--- src/rtl/instruction_encoder_if.sv ---
// Command-in / memory-write-out bus of the instruction encoder.
// The master side drives commands and the memory handshake; the slave side is the encoder.
interface instruction_encoder_if;
  localparam int unsigned REG_W   = 5;
  localparam int unsigned IMM_W   = 13;
  localparam int unsigned ADDR_W  = 8;
  localparam int unsigned DATA_W  = 32;
  localparam int unsigned COUNT_W = 9;

  logic               in_valid;
  logic               in_ready;
  logic [1:0]         fmt;
  logic [REG_W-1:0]   rd;
  logic [REG_W-1:0]   rs1;
  logic [REG_W-1:0]   rs2;
  logic [2:0]         funct3;
  logic [6:0]         funct7;
  logic [IMM_W-1:0]   imm;
  logic               load;
  logic [ADDR_W-1:0]  base_addr;
  logic               wr_en;
  logic [ADDR_W-1:0]  wr_addr;
  logic [DATA_W-1:0]  wr_data;
  logic               mem_ready;
  logic               err;
  logic               full;
  logic [COUNT_W-1:0] count;

  modport master (
    output in_valid, fmt, rd, rs1, rs2, funct3, funct7, imm, load, base_addr, mem_ready,
    input  in_ready, wr_en, wr_addr, wr_data, err, full, count
  );

  modport slave (
    input  in_valid, fmt, rd, rs1, rs2, funct3, funct7, imm, load, base_addr, mem_ready,
    output in_ready, wr_en, wr_addr, wr_data, err, full, count
  );
endinterface

--- src/rtl/instruction_encoder.sv ---
// Encodes R/I/S/SB commands into 32-bit RISC-V words and streams them to sequential
// memory addresses, with backpressure, rejection of bad immediates and an end-of-memory stop.
module instruction_encoder (
  input logic                  clk,
  input logic                  reset_n,
  instruction_encoder_if.slave bus
);
  localparam int unsigned ADDR_W  = 8;
  localparam int unsigned DATA_W  = 32;
  localparam int unsigned COUNT_W = 9;
  localparam logic [ADDR_W-1:0]  LAST_ADDR = ADDR_W'(255);
  localparam logic [COUNT_W-1:0] COUNT_MAX = COUNT_W'(256);

  typedef enum logic [1:0] {IDLE, PEND, FULL} state_t;

  state_t              state, state_nxt;
  logic                live;
  logic [ADDR_W-1:0]   addr_q, addr_nxt;
  logic [DATA_W-1:0]   data_q, data_nxt;
  logic [COUNT_W-1:0]  count_q, count_nxt;
  logic                full_q, full_nxt;
  logic                err_q, err_nxt;
  logic [DATA_W-1:0]   enc;
  logic                reject;
  logic                accept;
  logic                last_addr;

  // Format-specific bit packing; unused fields simply do not appear in the word.
  always_comb begin
    enc    = '0;
    reject = 1'b0;
    case (bus.fmt)
      2'b00: enc = {bus.funct7, bus.rs2, bus.rs1, bus.funct3, bus.rd, 7'b0110011};
      2'b01: begin
        enc    = {bus.imm[11:0], bus.rs1, bus.funct3, bus.rd, 7'b0000011};
        reject = bus.imm[12] ^ bus.imm[11];
      end
      2'b10: begin
        enc    = {bus.imm[11:5], bus.rs2, bus.rs1, bus.funct3, bus.imm[4:0], 7'b0100011};
        reject = bus.imm[12] ^ bus.imm[11];
      end
      2'b11: begin
        enc    = {bus.imm[12], bus.imm[10:5], bus.rs2, bus.rs1, bus.funct3,
                  bus.imm[4:1], bus.imm[11], 7'b1100011};
        reject = bus.imm[0];
      end
    endcase
  end

  // live keeps in_ready low until the first edge after reset release.
  assign last_addr    = (addr_q == LAST_ADDR);
  assign bus.in_ready = live && !bus.load &&
                        ((state == IDLE) || ((state == PEND) && bus.mem_ready && !last_addr));
  assign accept       = bus.in_valid && bus.in_ready;

  assign bus.wr_en   = (state == PEND);
  assign bus.wr_addr = addr_q;
  assign bus.wr_data = data_q;
  assign bus.count   = count_q;
  assign bus.full    = full_q;
  assign bus.err     = err_q;

  always_ff @(posedge clk or negedge reset_n) begin
    if (!reset_n) begin
      state   <= IDLE;
      live    <= 1'b0;
      addr_q  <= '0;
      data_q  <= '0;
      count_q <= '0;
      full_q  <= 1'b0;
      err_q   <= 1'b0;
    end else begin
      state   <= state_nxt;
      live    <= 1'b1;
      addr_q  <= addr_nxt;
      data_q  <= data_nxt;
      count_q <= count_nxt;
      full_q  <= full_nxt;
      err_q   <= err_nxt;
    end
  end

  always_comb begin
    state_nxt = state;
    addr_nxt  = addr_q;
    data_nxt  = data_q;
    count_nxt = count_q;
    full_nxt  = full_q;
    err_nxt   = 1'b0;
    case (state)
      IDLE: begin
        if (bus.load) begin
          addr_nxt  = bus.base_addr;
          count_nxt = '0;
          full_nxt  = 1'b0;
        end else if (accept) begin
          if (reject) begin
            err_nxt = 1'b1;
          end else begin
            data_nxt  = enc;
            state_nxt = PEND;
          end
        end
      end
      PEND: begin
        if (bus.mem_ready) begin
          count_nxt = (count_q == COUNT_MAX) ? count_q : COUNT_W'(count_q + COUNT_W'(1));
          if (last_addr) begin
            // Address never wraps: the last word parks the block in FULL.
            full_nxt  = 1'b1;
            state_nxt = FULL;
          end else begin
            addr_nxt = ADDR_W'(addr_q + ADDR_W'(1));
            if (accept && !reject) begin
              data_nxt = enc;
            end else begin
              err_nxt   = accept;
              state_nxt = IDLE;
            end
          end
        end
      end
      FULL: begin
        if (bus.load) begin
          addr_nxt  = bus.base_addr;
          count_nxt = '0;
          full_nxt  = 1'b0;
          state_nxt = IDLE;
        end
      end
      default: state_nxt = IDLE;
    endcase
  end
endmodule
--- src/flat_wrapper.sv ---
// flat-port wrapper written by rule: the top's interface ports become plain ports
module instruction_encoder_flat 
  (clk, reset_n, bus_in_valid, bus_fmt, bus_rd, bus_rs1, bus_rs2, bus_funct3, bus_funct7, bus_imm, bus_load, bus_base_addr, bus_mem_ready, bus_in_ready, bus_wr_en, bus_wr_addr, bus_wr_data, bus_err, bus_full, bus_count);
  instruction_encoder_if bus_i ();
  input logic clk;
  input logic reset_n;
  input wire logic [$bits(bus_i.in_valid)-1:0] bus_in_valid;
  input wire logic [$bits(bus_i.fmt)-1:0] bus_fmt;
  input wire logic [$bits(bus_i.rd)-1:0] bus_rd;
  input wire logic [$bits(bus_i.rs1)-1:0] bus_rs1;
  input wire logic [$bits(bus_i.rs2)-1:0] bus_rs2;
  input wire logic [$bits(bus_i.funct3)-1:0] bus_funct3;
  input wire logic [$bits(bus_i.funct7)-1:0] bus_funct7;
  input wire logic [$bits(bus_i.imm)-1:0] bus_imm;
  input wire logic [$bits(bus_i.load)-1:0] bus_load;
  input wire logic [$bits(bus_i.base_addr)-1:0] bus_base_addr;
  input wire logic [$bits(bus_i.mem_ready)-1:0] bus_mem_ready;
  output wire logic [$bits(bus_i.in_ready)-1:0] bus_in_ready;
  output wire logic [$bits(bus_i.wr_en)-1:0] bus_wr_en;
  output wire logic [$bits(bus_i.wr_addr)-1:0] bus_wr_addr;
  output wire logic [$bits(bus_i.wr_data)-1:0] bus_wr_data;
  output wire logic [$bits(bus_i.err)-1:0] bus_err;
  output wire logic [$bits(bus_i.full)-1:0] bus_full;
  output wire logic [$bits(bus_i.count)-1:0] bus_count;
  assign bus_i.in_valid = bus_in_valid;
  assign bus_i.fmt = bus_fmt;
  assign bus_i.rd = bus_rd;
  assign bus_i.rs1 = bus_rs1;
  assign bus_i.rs2 = bus_rs2;
  assign bus_i.funct3 = bus_funct3;
  assign bus_i.funct7 = bus_funct7;
  assign bus_i.imm = bus_imm;
  assign bus_i.load = bus_load;
  assign bus_i.base_addr = bus_base_addr;
  assign bus_i.mem_ready = bus_mem_ready;
  assign bus_in_ready = bus_i.in_ready;
  assign bus_wr_en = bus_i.wr_en;
  assign bus_wr_addr = bus_i.wr_addr;
  assign bus_wr_data = bus_i.wr_data;
  assign bus_err = bus_i.err;
  assign bus_full = bus_i.full;
  assign bus_count = bus_i.count;
  instruction_encoder u_core (.clk(clk), .reset_n(reset_n), .bus(bus_i));
endmodule
--- config.mk ---
export PLATFORM = sky130hd
export DESIGN_NAME = instruction_encoder_flat
export DESIGN_NICKNAME = d
export VERILOG_FILES = /design/src/rtl/instruction_encoder_if.sv /design/src/rtl/instruction_encoder.sv /design/src/flat_wrapper.sv
export SDC_FILE = /design/constraint.sdc
export NUM_CORES = 1
export LEC_CHECK = 0
export ABC_AREA = 0
export BUFFER_PORTS_ARGS = -buffer_cell sky130_fd_sc_hd__buf_4
export CAP_MARGIN = 10
export CORE_MARGIN = 2
export CORE_UTILIZATION = 53
export CTS_CLUSTER_DIAMETER = 100
export DETAILED_ROUTE_END_ITERATION = 8
export PLACE_DENSITY = 0.86
export SYNTH_ARGS = -nofsm -noshare
export SYNTH_HDL_FRONTEND = slang
export SYNTH_SLANG_ARGS = --single-unit
--- constraint.sdc ---
create_clock -name clk -period 3 [get_ports clk]
set_clock_uncertainty 0.2 [all_clocks]
set_input_delay 0.6 -clock clk [delete_from_list [all_inputs] [get_ports clk]]
set_output_delay 0.6 -clock clk [all_outputs]
set_load 0.02 [all_outputs]
==> results of run 1 <==
[synth_stat cells (6+ instances only)]
master | n | area (um2)
a22o_1 | 15 | 131
o21ai_0 | 9 | 45.0
nand2_1 | 16 | 60.1
dfrtp_1 | 51 | 1280
mux2_2 | 16 | 180
nor2_1 | 18 | 67.6
ha_1 | 8 | 100
clkbuf_1 | 6 | 22.5
mux2_4 | 10 | 150
a21oi_1 | 9 | 45.0
nand3_1 | 11 | 55.1
inv_1 | 10 | 37.5
[placed cells by master, fill, tap and decap left out, types with 5 or more instances in the layout]
cell / instances
inv_1: 10
mux2_2: 16
nor2_1: 18
nand2_1: 16
clkbuf_8: 5
nand3_1: 11
dfrtp_1: 51
a21oi_1: 9
mux2_4: 10
buf_4: 110
xor2_1: 5
a22o_1: 15
o21ai_0: 9
ha_1: 8
[worst paths after layout]
kind                                       startpoint                      to  slack, ns  cells past startpoint
worst max-delay path            u_core.bus.wr_addr[0]            bus_in_ready       0.50                      5
max in group asynchronous                     reset_n   u_core.bus.wr_addr[7]       2.06                      1
worst min-delay path                          reset_n     u_core.bus.count[6]       0.10                      1
worst max register to register  u_core.bus.wr_addr[0]  u_core.bus.wr_data[11]       0.77                      6
worst min register to register  u_core.bus.wr_data[1]   u_core.bus.wr_data[1]       0.30                      1
min in group clk                u_core.bus.wr_data[1]   u_core.bus.wr_data[1]       0.30                      1
[state kept, by name, indices dropped and copies added (netlist names)]
signal,flops
u_core.bus.wr_addr,8
u_core.state,2
u_core.bus.full,1
u_core.live,1
u_core.bus.count,9
u_core.bus.wr_data,29
u_core.bus.err,1
[through the flow]
step,cell area (um2),hold slack (ns)
after floorplan,2750,0.104
after global placement,3580,0.281
after detailed placement,3580,0.288
after CTS,3700,0.124
after global routing,3700,0.141
final,3700,0.104
[routing by layer]
metal	wire length (um)	vias up	global-route usage
met5	0	-	0
met4	135	0	0.0800
met3	383	13	0.0498
met2	3240	97	0.385
met1	2700	1142	0.296
li1	-	1114	-
[report_power, final]
part           switching [W]  internal (W)
combinational       0.000370      0.000367
clock               0.000235      0.000253
sequential          0.000104      0.000816
[kinds of logic (layout without fill, tap and decap cells)]
group | after synthesis | count (layout) | share of synthesized area
AOI/OAI and AO/OA | 50 | 50 | 0.132
xor gates and xnor gates | 7 | 7 | 0.0223
adders and majority gates | 8 | 8 | 0.0365
buffers and inverters | 23 | 128 | 0.0451
DFF | 51 | 51 | 0.465
muxes | 30 | 30 | 0.135
other | 2 | 3 | 0.00274
and+or+nand+nor | 79 | 79 | 0.161
[final cells by class]
cell class	instances	area, um2
Inverter	10	37.5
Clock inverter	3	47.5
Tap cell	70	87.6
Clock buffer	5	68.8
Multi-Input combinational cell	177	1360
Timing Repair Buffer	110	826
Fill cell	391	1340
Sequential cell	51	1280
==> qor.yml, run 1 <==
slowest_stage: "dfrtp_1"
path_max_fanout: 6
die-height_um: 76.0
htreeDepth: 2
syn2layout_area_growth_pct: 34.8
nets: 416
wl_um: 6460
hold_path.class: "input pin to asynchronous set/reset pin"
worst-path-buf-inv: 1
worstPathArrival_ns: 1.70
first_pass_iters: 4
io_buffers: 103
pin_count: 106
timing.fmax_mhz: 400
status: "finished clean"
finalSetupTns_ns: 0
cts_hold_buffers: 0
finalCriticalPeriod_ns: 2.50
fin_cells: 426
crit_chain: "ha_1 -> nand2_1 -> nor3_4 -> nor4b_1 -> buf_4"
routabilityCongestion: 0.840
clk_path_buf_depth: 2
antenna_found_initial: 0
synth_seq_cells: 51
yosysUniqueCellTypes: 48
numCtsBuffers: 5
initial_core_util: 0.544
synth_edf_count: 0
crit_family: "simple AND/OR/NAND/NOR gates"
drv_cap: 0
pwr_density_cell_nw_per_um2: 580
dp_hpwl_um: 4810
vias_per_cell: 5.55
antenna_cells: 0
vias: 2366
max_slew_margin: 0.571
grt_max_degree: 52
worst_slack_ns: 0.498
synth_area_um2: 2750
p_leak_nw: 1.82
async_reset_ff_frac: 1.00
syn_avg_cell_area_um2: 11.0
seq_area_frac_synth: 0.465
postCtsSetupBuffers: 0
setup_viol: 0
cts_tree: "done"
core_um2: 5040
slowest_delay_ns: 0.45
initialDrtViolationCount: 92
grt.total_usage: 0.229
grt_pass1_vias: 2342
drive_gt1_frac: 0.424
path_class: "register to output pin"
finalCoreUtilization: 0.734
rows: 26
wl_per_cell_um: 15.2
clk_pin_slew_ns: 0.09
post_cts_resized: 0
drcViolationCount: 0
pre_cts_ws_ns: 0.507
dp.cells: 418
clkSinkCount: 51
finalHoldViolations: 0
min_period_over_period: 0.834
die_w_um: 76.0
syn_inst: 250
grt_pass1_wl_um: 10900
final_antenna_net_count: 0
totalPowerFinal_w: 0.00215
start_kind: "register"
cp-end-kind: "output pin"
required_ns: 2.20
worst_slew_pin_slew_ns: 0.643
yosysWarnings: 0
cts_root_buf: "clkbuf_8"
rsz0062_at_grt: "false"
vdd_drop_max_mv: 0.313
slew_viol_final: 0
synth_top_flop_cell: "dfrtp_1"
grt_remaining_overflow: 0
die-area_um2: 5770
clock_latency_ns: 0.31
No activity file was read; power rests on OpenSTA's default activity.
==> inputs of run 2 (changes only) <==
CORE_UTILIZATION = 44   (was 53)
PLACE_DENSITY = 0.76   (was 0.86)
clock period = 2.3 ns   (was 3 ns; I/O delays follow)
==> run 2 against run 1 <==
Against the previous run:
- clock-buffer cell count did not move
- critical endpoint unchanged
- sequential share of layout area fell by 0.62 points
- clock power rose by 8.6%
- critical path type unchanged
- cell count up 3.1%
- highest routed layer unchanged
- critical path depth is the same
- sequential cell count did not move
==> qor.yml, run 2 (same netlist as run 1, synthesis figures left out) <==
p_leak_nw: 1.84
p_int_w: 0.00179
largest_reg_flops: 29
max_slew_margin: 0.570
rows: 28
finalHoldViolations: 0
finalCriticalPeriod_ns: 2.18
numCtsBuffers: 5
antenna_found_initial: 0
min_period_over_period: 0.950
core_um2: 5990
pwr_density_cell_nw_per_um2: 722
fin_hold_ws_ns: 0.181
timing.fmax_mhz: 458
worst_slack_ns: 0.116
worst_slew_pin_slew_ns: 0.645
clkPwrFrac: 0.194
final_common_cell: "buf_4"
pin_count: 106
p_sw_w: 0.000940
path_max_fanout: 4
switching_share: 0.345
htreeDepth: 2
antenna_cells: 0
grt_remaining_overflow: 0
drive_gt1_frac: 0.445
grt_max_degree: 52
hold_path.class: "input pin to register"
clk_pin_slew_ns: 0.10
die-area_um2: 6890
clock_latency_ns: 0.30
status: "finished clean"
cp-end-kind: "output pin"
first_pass_iters: 4
fin_cells: 439
grt.total_usage: 0.197
nets: 424
dp_hpwl_um: 5080
wl_um: 6640
worst-path-buf-inv: 1
syn2layout_area_growth_pct: 37.4
final_antenna_net_count: 0
grt_pass1_wl_um: 11300
vdd_drop_max_mv: 0.383
die-height_um: 83.0
cts_root_buf: "clkbuf_8"
pre_cts_ws_ns: 0.0406
combPwrFrac: 0.367
routabilityCongestion: 0.829
setup_viol: 0
cts_tree: "done"
clkSinkCount: 51
crit_family: "simple AND/OR/NAND/NOR gates"
start_kind: "register"
required_ns: 1.64
seqPwrFrac: 0.438
slew_viol_final: 0
crit_chain: "ha_2 -> nand2_2 -> nor3_4 -> nor4b_2 -> buf_4"
wl_per_cell_um: 15.1
vias_per_cell: 5.31
io_buffers: 103
path_class: "register to output pin"
totalPowerFinal_w: 0.00273
worstPathArrival_ns: 1.52
grt_pass1_vias: 2416
slowest_delay_ns: 0.37
drcViolationCount: 0
rsz0062_at_grt: "false"
layout_common_cells: "116 x buf_4, 50 x dfrtp_1, 18 x nor2_1, 16 x mux2_2"
finalSetupTns_ns: 0
slowest_stage: "dfrtp_1"
drv_cap: 0
clk_path_buf_depth: 2
initialDrtViolationCount: 83
dp.cells: 429
vias: 2329
initial_core_util: 0.458
die_w_um: 83.0
run 2: final timing paths:
kind                       slack, ns  cells after the start                   from                     end
max reg2reg                     0.27                      6  u_core.bus.wr_addr[1]  u_core.bus.wr_data[11]
min                             0.18                      2             bus_rs1[3]  u_core.bus.wr_data[18]
max in group asynchronous       0.92                      2                reset_n   u_core.bus.wr_addr[4]
max                             0.12                      5  u_core.bus.wr_addr[0]            bus_in_ready
min in group asynchronous       0.51                      2                reset_n  u_core.bus.wr_data[31]
min reg2reg                     0.32                      1  u_core.bus.wr_data[6]   u_core.bus.wr_data[6]
run 2: worst reg2reg max path: stages (launching register included):
cell and delay (ns):
dfrtp_1 0.39, ha_2 0.21, nand2_2 0.09, nor3_4 0.06
nor4b_4 0.40, buf_4 0.23, mux2_2 0.34
run 2: routing by layer:
metal  track usage  routed length [um]
met1         0.252                2770
met5             0                   0
met2         0.339                3450
met3        0.0457                 362
met4        0.0477                  54
run 2: stage by stage:
step           cell area (um2)  utilization
3_5_place_dp              3650        0.610
5_1_grt                   3770        0.630
4_1_cts                   3780        0.631
6_report                  3770        0.630
2_1_floorplan             2760            -
3_3_place_gp              3650        0.610
run 2: timing repair:
| action | 4_1_cts | 5_1_grt |
|---|---|---|
| buffers inserted | 2 | 0 |
| gates cloned | 0 | 0 |
| hold buffers | 1 | 0 |
| gates resized for setup | 3 | 0 |
| setup endpoints to repair | 1 | 1 |
| pin swaps | 0 | 3 |
| hold endpoints to repair | 10 | 0 |
run 2: power groups by stage:
stage	logic, W	clock network (W)	registers [W]
after floorplan	0.000330	0	0.00140
final	0.00100	0.000530	0.00119
after global routing	0.00107	0.000583	0.00122
after CTS	0.00101	0.000546	0.00120
after global placement	0.000968	0	0.00120
after detailed placement	0.000990	0	0.00121
run 2: area by class of cell:
type | count | area (um2)
clock buffers | 5 | 68.8
clock inverters | 3 | 25.0
fillers | 514 | 2220
inverters | 10 | 37.5
multi-input cells | 177 | 1370
flip-flops and latches | 51 | 1280
well taps | 75 | 93.8
repair buffers | 118 | 901
==> inputs of run 3 (changes only) <==
CELL_PAD_IN_SITES_DETAIL_PLACEMENT = 0   (was not set)
CELL_PAD_IN_SITES_GLOBAL_PLACEMENT = 1   (was not set)
CORE_UTILIZATION = 33   (was 44)
==> run 3 against run 2 <==
Against the previous run:
- first-iteration DRC count shrank 13%
- die area grew 32%
- non-clock buffer count grew 2
- global-route usage shrank 4.5 points
- critical path depth is the same
- utilization shrank 16 points
- worst setup slack gained 0.0035 ns
- maximum frequency grew 0.16%
- via count grew 0.17%
- highest routed layer unchanged
==> qor.yml, run 3 (same netlist as run 1, synthesis figures left out) <==
slowest_stage: "dfrtp_1"
grt_max_degree: 52
wl_um: 6660
largest_reg_flops: 29
worstPathArrival_ns: 1.52
vias_per_cell: 4.95
clock_latency_ns: 0.31
rsz0062_at_grt: "true"
first_pass_iters: 5
layout_common_cells: "118 x buf_4, 51 x dfrtp_1, 18 x nor2_1, 16 x mux2_2"
worst_slew_pin_slew_ns: 0.651
grt_pass1_wl_um: 10900
pin_count: 106
initial_core_util: 0.337
htreeDepth: 2
finalSetupTns_ns: 0
antenna_found_initial: 0
core_um2: 8130
fin_cells: 471
finalCoreUtilization: 0.472
dp.cells: 460
clk_pin_slew_ns: 0.10
wl_per_cell_um: 14.1
cts_tree: "done"
crit_chain: "ha_4 -> nand2_4 -> nor3_4 -> nor4b_2 -> buf_4"
final_common_cell: "buf_4"
nets: 426
final_antenna_net_count: 0
vdd_drop_max_mv: 0.321
numCtsBuffers: 5
max_slew_margin: 0.566
die-area_um2: 9060
slowest_delay_ns: 0.45
fillCellCount: 767
path_max_fanout: 4
min_period_over_period: 0.948
clkSinkCount: 51
syn2layout_area_growth_pct: 39.9
dp_hpwl_um: 5110
cts_root_buf: "clkbuf_8"
routabilityCongestion: 0.804
grt_remaining_overflow: 0
grt.total_usage: 0.152
drcViolationCount: 0
start_kind: "register"
io_buffers: 103
drive_gt1_frac: 0.445
finalCriticalPeriod_ns: 2.18
drv_cap: 0
pwr_density_cell_nw_per_um2: 718
required_ns: 1.64
setup_viol: 0
finalHoldViolations: 0
die-height_um: 95.2
antenna_cells: 0
timing.fmax_mhz: 459
path_class: "register to output pin"
crit_family: "flip-flops"
initialDrtViolationCount: 72
rows: 33
grt_pass1_vias: 2224
hold_path.class: "input pin to register"
status: "finished clean"
p_leak_nw: 1.87
worst-path-buf-inv: 1
slew_viol_final: 0
clk_path_buf_depth: 2
cp-end-kind: "output pin"
die_w_um: 95.2
vias: 2333
## run 3: final timing paths
| check | startpoint | end | slack, ns | cells after the start |
|---|---|---|---|---|
| max in group asynchronous | reset_n | u_core.bus.count[8] | 0.94 | 2 |
| min in group asynchronous | reset_n | u_core.bus.wr_data[30] | 0.52 | 2 |
| worst max-delay path | u_core.bus.wr_addr[1] | bus_in_ready | 0.12 | 5 |
| worst min register to register | u_core.bus.wr_data[16] | u_core.bus.wr_data[16] | 0.32 | 1 |
| worst min-delay path | bus_funct3[2] | u_core.bus.wr_data[14] | 0.17 | 2 |
| worst max register to register | u_core.bus.wr_addr[1] | u_core.bus.wr_data[30] | 0.12 | 7 |
## run 3: final cells by class
| class | instances | area [um2] | area share |
|---|---|---|---|
| clock buffers | 5 | 68.8 | 0.0179 |
| flip-flops and latches | 51 | 1280 | 0.332 |
| inverters | 10 | 37.5 | 0.00977 |
| well taps | 105 | 131 | 0.0342 |
| clock inverters | 3 | 27.5 | 0.00717 |
| multi-input cells | 177 | 1380 | 0.360 |
| repair buffers | 120 | 916 | 0.238 |
## run 3: what timing repair did
action / in CTS / in global routing
buffers inserted: 1 / 1
hold buffers: 1 / 0
pin swaps: 1 / 3
cloned: 0 / 0
gates resized for setup: 0 / 4
endpoints found under the hold margin: 22 / 0
endpoints found under the setup margin: 1 / 27
## run 3: where the power goes
part | switching, W | leakage, nW | total, W | internal (W)
registers | 0.000128 | 0.640 | 0.00119 | 0.00106
logic | 0.000498 | 1.18 | 0.00101 | 0.000509
clock network | 0.000332 | 0.0467 | 0.000558 | 0.000226
total | 0.000957 | 1.87 | 0.00276 | 0.00180
## run 3: per-layer routing
metal / routed length, um / track usage / part of all wire / vias up
met5: 0 / 0 / 0 / -
met4: 104 / 0.0423 / 0.016 / 0
met3: 388 / 0.0316 / 0.058 / 8
met2: 3160 / 0.249 / 0.47 / 70
met1: 3010 / 0.204 / 0.45 / 1118
li1: - / - / - / 1137
## run 3: stage by stage
| stage | instance area, um2 | hold slack [ns] | worst slack [ns] | power [W] |
|---|---|---|---|---|
| CTS | 3810 | 0.158 | 0.00348 | 0.00278 |
| detailed placement | 3700 | 0.298 | 0.0445 | 0.00221 |
| floorplan | 2760 | -0.0356 | 0.103 | 0.00173 |
| global placement | 3700 | 0.291 | 0.0813 | 0.00219 |
| global route | 3840 | 0.157 | -0.0155 | 0.00292 |
| finish | 3840 | 0.173 | 0.119 | 0.00276 |
